--- src/rtl/raizing_snd_pkg.sv ---
// Shared definitions for the Raizing sound mailbox: the byte returned on an
// empty pop, the interrupt FSM state encoding and the channel-index width helper.
package raizing_snd_pkg;

  localparam logic [7:0] MBOX_EMPTY_BYTE = 8'hFF;

  typedef enum logic [1:0] {
    INT_IDLE  = 2'd0,
    INT_REQ   = 2'd1,
    INT_ACKED = 2'd2
  } int_state_t;

  // Channel select width; a single channel still gets a 1-bit select.
  function automatic int chw_of(input int nch);
    return (nch <= 1) ? 1 : $clog2(nch);
  endfunction

endpackage

--- src/rtl/raizing_mbox_fifo.sv ---
// One mailbox command channel: DEPTH x DW circular FIFO.
// A push is accepted when the channel is not full, or when it is full and a
// pop happens in the same cycle (count unchanged). A pop only takes effect on a
// non-empty channel, so push+pop on an empty channel stores the byte and the
// pop side sees "empty" (no bypass). head is the combinational head entry.
module raizing_mbox_fifo #(
  parameter int DEPTH = 4,
  parameter int DW    = 8,
  localparam int AW   = $clog2(DEPTH),
  localparam int CW   = AW + 1
) (
  input  logic          clk,
  input  logic          rst,
  input  logic          push,
  input  logic [DW-1:0] din,
  input  logic          pop,
  output logic [DW-1:0] head,
  output logic          full,
  output logic          nempty,
  output logic          accepted,
  output logic          dropped
);

  logic [DW-1:0] mem [DEPTH];
  logic [AW-1:0] rd_ptr;
  logic [AW-1:0] wr_ptr;
  logic [CW-1:0] count;
  logic          do_push;
  logic          do_pop;

  assign full     = (count == CW'(DEPTH));
  assign nempty   = (count != '0);
  assign do_pop   = pop && nempty;
  assign do_push  = push && (!full || do_pop);
  assign accepted = do_push;
  assign dropped  = push && !do_push;
  assign head     = mem[rd_ptr];

  // Storage array; flushing is done by resetting the pointers, not the data.
  always_ff @(posedge clk) begin
    if (do_push) mem[wr_ptr] <= din;
  end

  // Pointers wrap naturally mod DEPTH (power of 2); count tracks occupancy.
  always_ff @(posedge clk) begin
    if (rst) begin
      rd_ptr <= '0;
      wr_ptr <= '0;
      count  <= '0;
    end else begin
      if (do_push) wr_ptr <= wr_ptr + AW'(1);
      if (do_pop)  rd_ptr <= rd_ptr + AW'(1);
      if (do_push && !do_pop)      count <= count + CW'(1);
      else if (do_pop && !do_push) count <= count - CW'(1);
    end
  end

endmodule

--- src/rtl/raizing_snd_mailbox.sv ---
// 68k -> Z80 command mailbox: NCH command FIFOs, one Z80 -> 68k reply
// register, a 68k wait flag and Z80 INT generation with IM1 acknowledge.
// Optional macro RAIZING_MBOX_REARM_EN: the INT FSM also re-arms from IDLE
// while any channel still holds data; without it only a new accepted write
// raises INT.
// Handshake: all *_WR, *_RD, *_ACK inputs are single-cycle strobes from the
// bus decoders; an operation happens in the cycle the strobe is high and its
// effect is visible on the outputs from the next cycle.
module raizing_snd_mailbox
  import raizing_snd_pkg::*;
#(
  parameter int  NCH   = 2,
  parameter int  DEPTH = 4,
  parameter int  DW    = 8,
  localparam int CHW   = chw_of(NCH)
) (
  input  logic           CLK96,
  input  logic           RESET96,
  input  logic           M68_WR,
  input  logic [CHW-1:0] M68_CH,
  input  logic [DW-1:0]  M68_DIN,
  output logic           M68_WAIT,
  output logic [NCH-1:0] M68_FULL,
  output logic           M68_OVF,
  output logic [DW-1:0]  M68_REPLY,
  output logic           M68_REPLY_VLD,
  input  logic           M68_REPLY_RD,
  input  logic           Z80_RD,
  input  logic [CHW-1:0] Z80_RD_CH,
  output logic [DW-1:0]  Z80_DOUT,
  input  logic           Z80_ACK,
  input  logic           Z80_REPLY_WR,
  input  logic [DW-1:0]  Z80_REPLY_DIN,
  output logic [NCH-1:0] Z80_STATUS,
  input  logic           IORQ_N,
  input  logic           M1_N,
  output logic           INT_N,
  output logic [1:0]     DBG_INT_STATE
);

  localparam logic [DW-1:0] EMPTY_WORD = DW'(MBOX_EMPTY_BYTE);

  logic [NCH-1:0] acc_v;
  logic [NCH-1:0] drop_v;
  logic [DW-1:0]  heads [NCH];
  logic           wr_accepted;
  logic           rearm;
  logic [DW-1:0]  rd_word;
  int_state_t     state, state_nxt;
  logic           pending, pending_nxt;

  for (genvar c = 0; c < NCH; c++) begin : g_ch
    raizing_mbox_fifo #(.DEPTH(DEPTH), .DW(DW)) u_fifo (
      .clk      (CLK96),
      .rst      (RESET96),
      .push     (M68_WR && (M68_CH == CHW'(c))),
      .din      (M68_DIN),
      .pop      (Z80_RD && (Z80_RD_CH == CHW'(c))),
      .head     (heads[c]),
      .full     (M68_FULL[c]),
      .nempty   (Z80_STATUS[c]),
      .accepted (acc_v[c]),
      .dropped  (drop_v[c])
    );
  end

  assign wr_accepted = |acc_v;

`ifdef RAIZING_MBOX_REARM_EN
  assign rearm = |Z80_STATUS;
`else
  assign rearm = 1'b0;
`endif

  // Select the byte a Z80 pop returns: head of a non-empty channel, else empty.
  always_comb begin
    rd_word = EMPTY_WORD;
    for (int c = 0; c < NCH; c++) begin
      if ((Z80_RD_CH == CHW'(c)) && Z80_STATUS[c]) rd_word = heads[c];
    end
  end

  // Registered Z80 read data; holds its value between pops.
  always_ff @(posedge CLK96) begin
    if (RESET96)     Z80_DOUT <= EMPTY_WORD;
    else if (Z80_RD) Z80_DOUT <= rd_word;
  end

  // Sticky overflow, wait flag (set beats ack) and reply (write beats read).
  always_ff @(posedge CLK96) begin
    if (RESET96) begin
      M68_OVF       <= 1'b0;
      M68_WAIT      <= 1'b0;
      M68_REPLY     <= '0;
      M68_REPLY_VLD <= 1'b0;
    end else begin
      if (|drop_v)          M68_OVF  <= 1'b1;
      if (wr_accepted)      M68_WAIT <= 1'b1;
      else if (Z80_ACK)     M68_WAIT <= 1'b0;
      if (Z80_REPLY_WR) begin
        M68_REPLY     <= Z80_REPLY_DIN;
        M68_REPLY_VLD <= 1'b1;
      end else if (M68_REPLY_RD) begin
        M68_REPLY_VLD <= 1'b0;
      end
    end
  end

  // INT FSM state and pending-write register.
  always_ff @(posedge CLK96) begin
    if (RESET96) begin
      state   <= INT_IDLE;
      pending <= 1'b0;
    end else begin
      state   <= state_nxt;
      pending <= pending_nxt;
    end
  end

  // INT FSM next state: a write seen while acknowledged is remembered so the
  // Z80 gets a fresh interrupt once the INTA cycle has finished.
  always_comb begin
    state_nxt   = state;
    pending_nxt = pending;
    case (state)
      INT_IDLE: begin
        if (wr_accepted || pending || rearm) begin
          state_nxt   = INT_REQ;
          pending_nxt = 1'b0;
        end
      end
      INT_REQ: begin
        if (!IORQ_N && !M1_N) state_nxt = INT_ACKED;
      end
      INT_ACKED: begin
        if (wr_accepted) pending_nxt = 1'b1;
        if (IORQ_N)      state_nxt   = INT_IDLE;
      end
      default: state_nxt = INT_IDLE;
    endcase
  end

  assign INT_N         = (state != INT_REQ);
  assign DBG_INT_STATE = state;

endmodule
--- config.mk ---
export PLATFORM = sky130hd
export DESIGN_NAME = raizing_snd_mailbox
export DESIGN_NICKNAME = d
export VERILOG_FILES = /design/src/rtl/raizing_snd_pkg.sv /design/src/rtl/raizing_mbox_fifo.sv /design/src/rtl/raizing_snd_mailbox.sv
export SDC_FILE = /design/constraint.sdc
export NUM_CORES = 1
export LEC_CHECK = 0
export CAP_MARGIN = 20
export CORE_ASPECT_RATIO = 0.9
export CORE_UTILIZATION = 40
export CTS_BUF_LIST = sky130_fd_sc_hd__clkbuf_2
export DETAILED_ROUTE_END_ITERATION = 10
export PLACE_DENSITY_LB_ADDON = 0.2
export REMOVE_ABC_BUFFERS = 1
export SLEW_MARGIN = 20
export SYNTH_ARGS = -nofsm -noshare
export SYNTH_HDL_FRONTEND = slang
export SYNTH_HIERARCHICAL = 1
export SYNTH_SLANG_ARGS = --single-unit
--- constraint.sdc ---
create_clock -name CLK96 -period 6.2 [get_ports CLK96]
set_input_delay 1.24 -clock CLK96 [delete_from_list [all_inputs] [get_ports CLK96]]
set_output_delay 1.24 -clock CLK96 [all_outputs]
set_load 0.01 [all_outputs]
==> summary.md <==
| Metric | Value |
|---|---|
| Drt total wl | `7960 µm` |
| Fin Setup TNS | `0 ps` |
| Hold crit path type | `register to register` |
| GRT Util Overall | `0.153` |
| Relative slew margins | `0.498` |
| LEAKAGE | `1.72 nW` |
| Routed vias/inst | `5.09` |
| DR vias | `2,370` |
| DR WL/cell | `17.1 µm` |
| Area contributors post-synth | `edfxtp_1 45%, dfxtp_1 19%, mux4_2 8.4%, ha_1 2.9%, mux2i_1 2.8%` |
| Setup violators final | `0` |
| Initial Utilization | `0.415` |
| Crit-path max FO | `18` |
| Critical path's slowest cell | `clkdlybuf4s50_1` |
| Worst Max-Slew Pin Slew | `751 ps` |
| Hold Fails Final Rpt | `0` |
| Layout cells sized above 1 | `0.142` |
| Fin. max-slew vios | `0` |
| Syn Std Cell Area | `4270 µm²` |
| Root buffer cell | `clkbuf_2` |
| RSZ-0062 raised after global routing | `no` |
| Most frequent cells in the layout | `64 x edfxtp_1, 52 x clkdlybuf4s50_1, 40 x dfxtp_1, 25 x nor2_1, 16 x mux4_2` |
| Flops & latches, synth | `104` |
| Syn_area_per_cell | `15.1 µm²` |
| CP endpoint kind | `register` |
| CTS-repair resized insts | `0` |
| Cell count after synthesis | `282` |
| Die Area | `11,100 µm²` |
| Outcome | `finished, final reports clean` |
| Clk buf depth | `2` |
| Clock sinks | `104` |
| Startpoint types | `primary input` |
| Critical Path AT | `4430 ps` |
| Port bufs | `52` |
| Hold buffers post-CTS | `0` |
| Detail Placement HPWL | `5430 µm` |
| Post-route ant nets | `0` |
| H-tree levels | `3` |
| Pwr/cell area | `297 nW/µm²` |
| Final core utilization | `0.488` |
| Most frequent CP cell | `nor2b_1` |
| Largest net degree at the start of global routing | `43` |
| Top-Level Pins | `53` |
| Width of the die | `111 µm` |
| Distinct cells, synth | `34` |
| Clock buffer count from CTS | `9` |
| Antenna diodes | `0` |
| Period Utilization, post-route | `0.631` |
| Layout net count | `371` |
| TritonRoute pass-1 iters | `4` |
| Remaining Overflow, GRT | `0` |
| Setup bufs post-CTS | `0` |
| Die height | `100 µm` |
| 1st-iter DRT viols | `106` |
| Max_cap viols | `0` |
| CP max stage delay | `860 ps` |
| Synth top area share | `0.450` |
| Core Area | `10,300 µm²` |
| DRC viols | `0` |
| Vias in the first global route | `2,395` |
| Row cnt | `35` |
| WP buf/inv | `2` |
| RD Place Congestion | `0.673` |
| Antenna violations before repair | `0` |
| Crit path kind | `primary input to register` |
| Worst path required time | `6720 ps` |
| CTS clk-pin slew, worst paths | `260 ps` |
| Synth warn | `6` |
| Clk_skew | `16.5 ps` |
| Most common cell after layout, fill and taps aside | `edfxtp_1` |
| Critical path's top delay family | `simple AND/OR/NAND/NOR gates` |
| Worst skew pair latency | `550 ps` |
| CP Cell Sequence | `clkdlybuf4s50_1 -> nor2b_1 -> nor4b_2 -> nor2b_1 -> ha_1 -> inv_1 -> fa_1 -> xor2_1 -> or3_1 -> a21oi_1` |
| Area Overhead vs Synth | `17.5%` |
| First-pass GRT wire length | `12,700 µm` |
| TritonCTS clock tree | `built` |
| Tmin final | `3910 ps` |
| Fmax | `256 MHz` |
| Synth area leader | `edfxtp_1` |
| Seq/Total Area, Yosys | `0.637` |
| IR drop worst, VDD | `191 µV` |
| R2R Setup Slk | `3570 ps` |
[state kept, by name, summed over array words and instances, names as in the netlist, 2 cells and up, named ones only]
register / count
DBG_INT_STATE: 2
M68_REPLY: 8
Z80_DOUT: 8
g_ch.u_fifo/count: 6
g_ch.u_fifo/mem: 64
g_ch.u_fifo/rd_ptr: 4
g_ch.u_fifo/wr_ptr: 4
[Yosys cell counts]
master     count
a2111oi_0      1
a211oi_1       2
a21oi_1        4
a311o_1        8
and2_1         2
and2_2        10
buf_1          3
buf_2          4
buf_6          2
clkbuf_1       5
dfxtp_1       40
edfxtp_1      64
fa_1           2
ha_1          10
inv_1          7
mux2_4         2
mux2i_1       12
mux4_2        16
nand2_1        1
nand2b_1       8
nand3b_1       8
nor2_1        25
nor2b_1       12
nor3_1         2
nor3b_1        2
nor4_1         1
nor4b_2        2
o21ai_0        2
o311ai_0       2
o31ai_1        2
or3_1          2
or3_2          2
or3b_1         9
xor2_1         8
[layer usage]
metal | GRT usage | share of wire
met1 | 0.206 | 0.46
met2 | 0.241 | 0.48
met3 | 0.0411 | 0.050
met4 | 0.0554 | 0.014
met5 | 0 | 0
[through the flow]
step	area (µm²)	cells	total power, W	hold WS (ps)	setup slack (ps)
4_1_cts	5020	466	0.00151	492	2300
2_1_floorplan	4200	268	0.00102	452	2950
6_report	5020	466	0.00149	488	2290
3_5_place_dp	4890	450	0.00116	464	1660
3_3_place_gp	4890	450	0.00115	456	1760
5_1_grt	5020	466	0.00157	520	2110
[layout make-up]
type / count / area (µm²)
Tap cell: 129 / 161
Timing Repair Buffer: 53 / 528
Fill cell: 906 / 5270
Sequential cell: 104 / 2720
Clock buffer: 10 / 50.0
Multi-Input combinational cell: 157 / 1450
Clock inverter: 6 / 82.6
Inverter: 7 / 26.3
[logic make-up (layout without fill, tap and decap cells)]
family / count (synthesis) / count (layout) / share of synthesized area
buf+inv: 21 / 76 / 0.0231
xor+xnor: 8 / 8 / 0.0164
mux: 30 / 30 / 0.120
fa+ha+maj: 12 / 12 / 0.0387
simple gates: 86 / 86 / 0.126
flops: 104 / 104 / 0.637
compound gates: 21 / 21 / 0.0390
[worst register-to-register path: cells and delay by family (launching register included)]
kind / cells / cell delay [ps]
DFF: 1 / 550
buffers and inverters: 1 / 70
and+or+nand+nor: 3 / 1000
xor gates and xnor gates: 1 / 160
AOI/OAI and AO/OA: 1 / 140
adders and majority gates: 2 / 670
[worst paths after layout]
kind                              to                     from  depth (start not counted)
max          g_ch[0].u_fifo/count[2]                   Z80_RD                         10
min                         M68_WAIT                 M68_WAIT                          2
max reg2reg  g_ch[1].u_fifo/count[2]  g_ch[1].u_fifo/count[0]                          8
min reg2reg                 M68_WAIT                 M68_WAIT                          2
[power breakdown]
| group | total, W | internal (W) | switching [W] |
|---|---|---|---|
| registers | 0.000836 | 0.000782 | 0.0000538 |
| clock network | 0.000349 | 0.000134 | 0.000215 |
| logic | 0.000305 | 0.000169 | 0.000136 |
| total | 0.00149 | 0.00108 | 0.000405 |
Power figures use the tool's default switching activity.
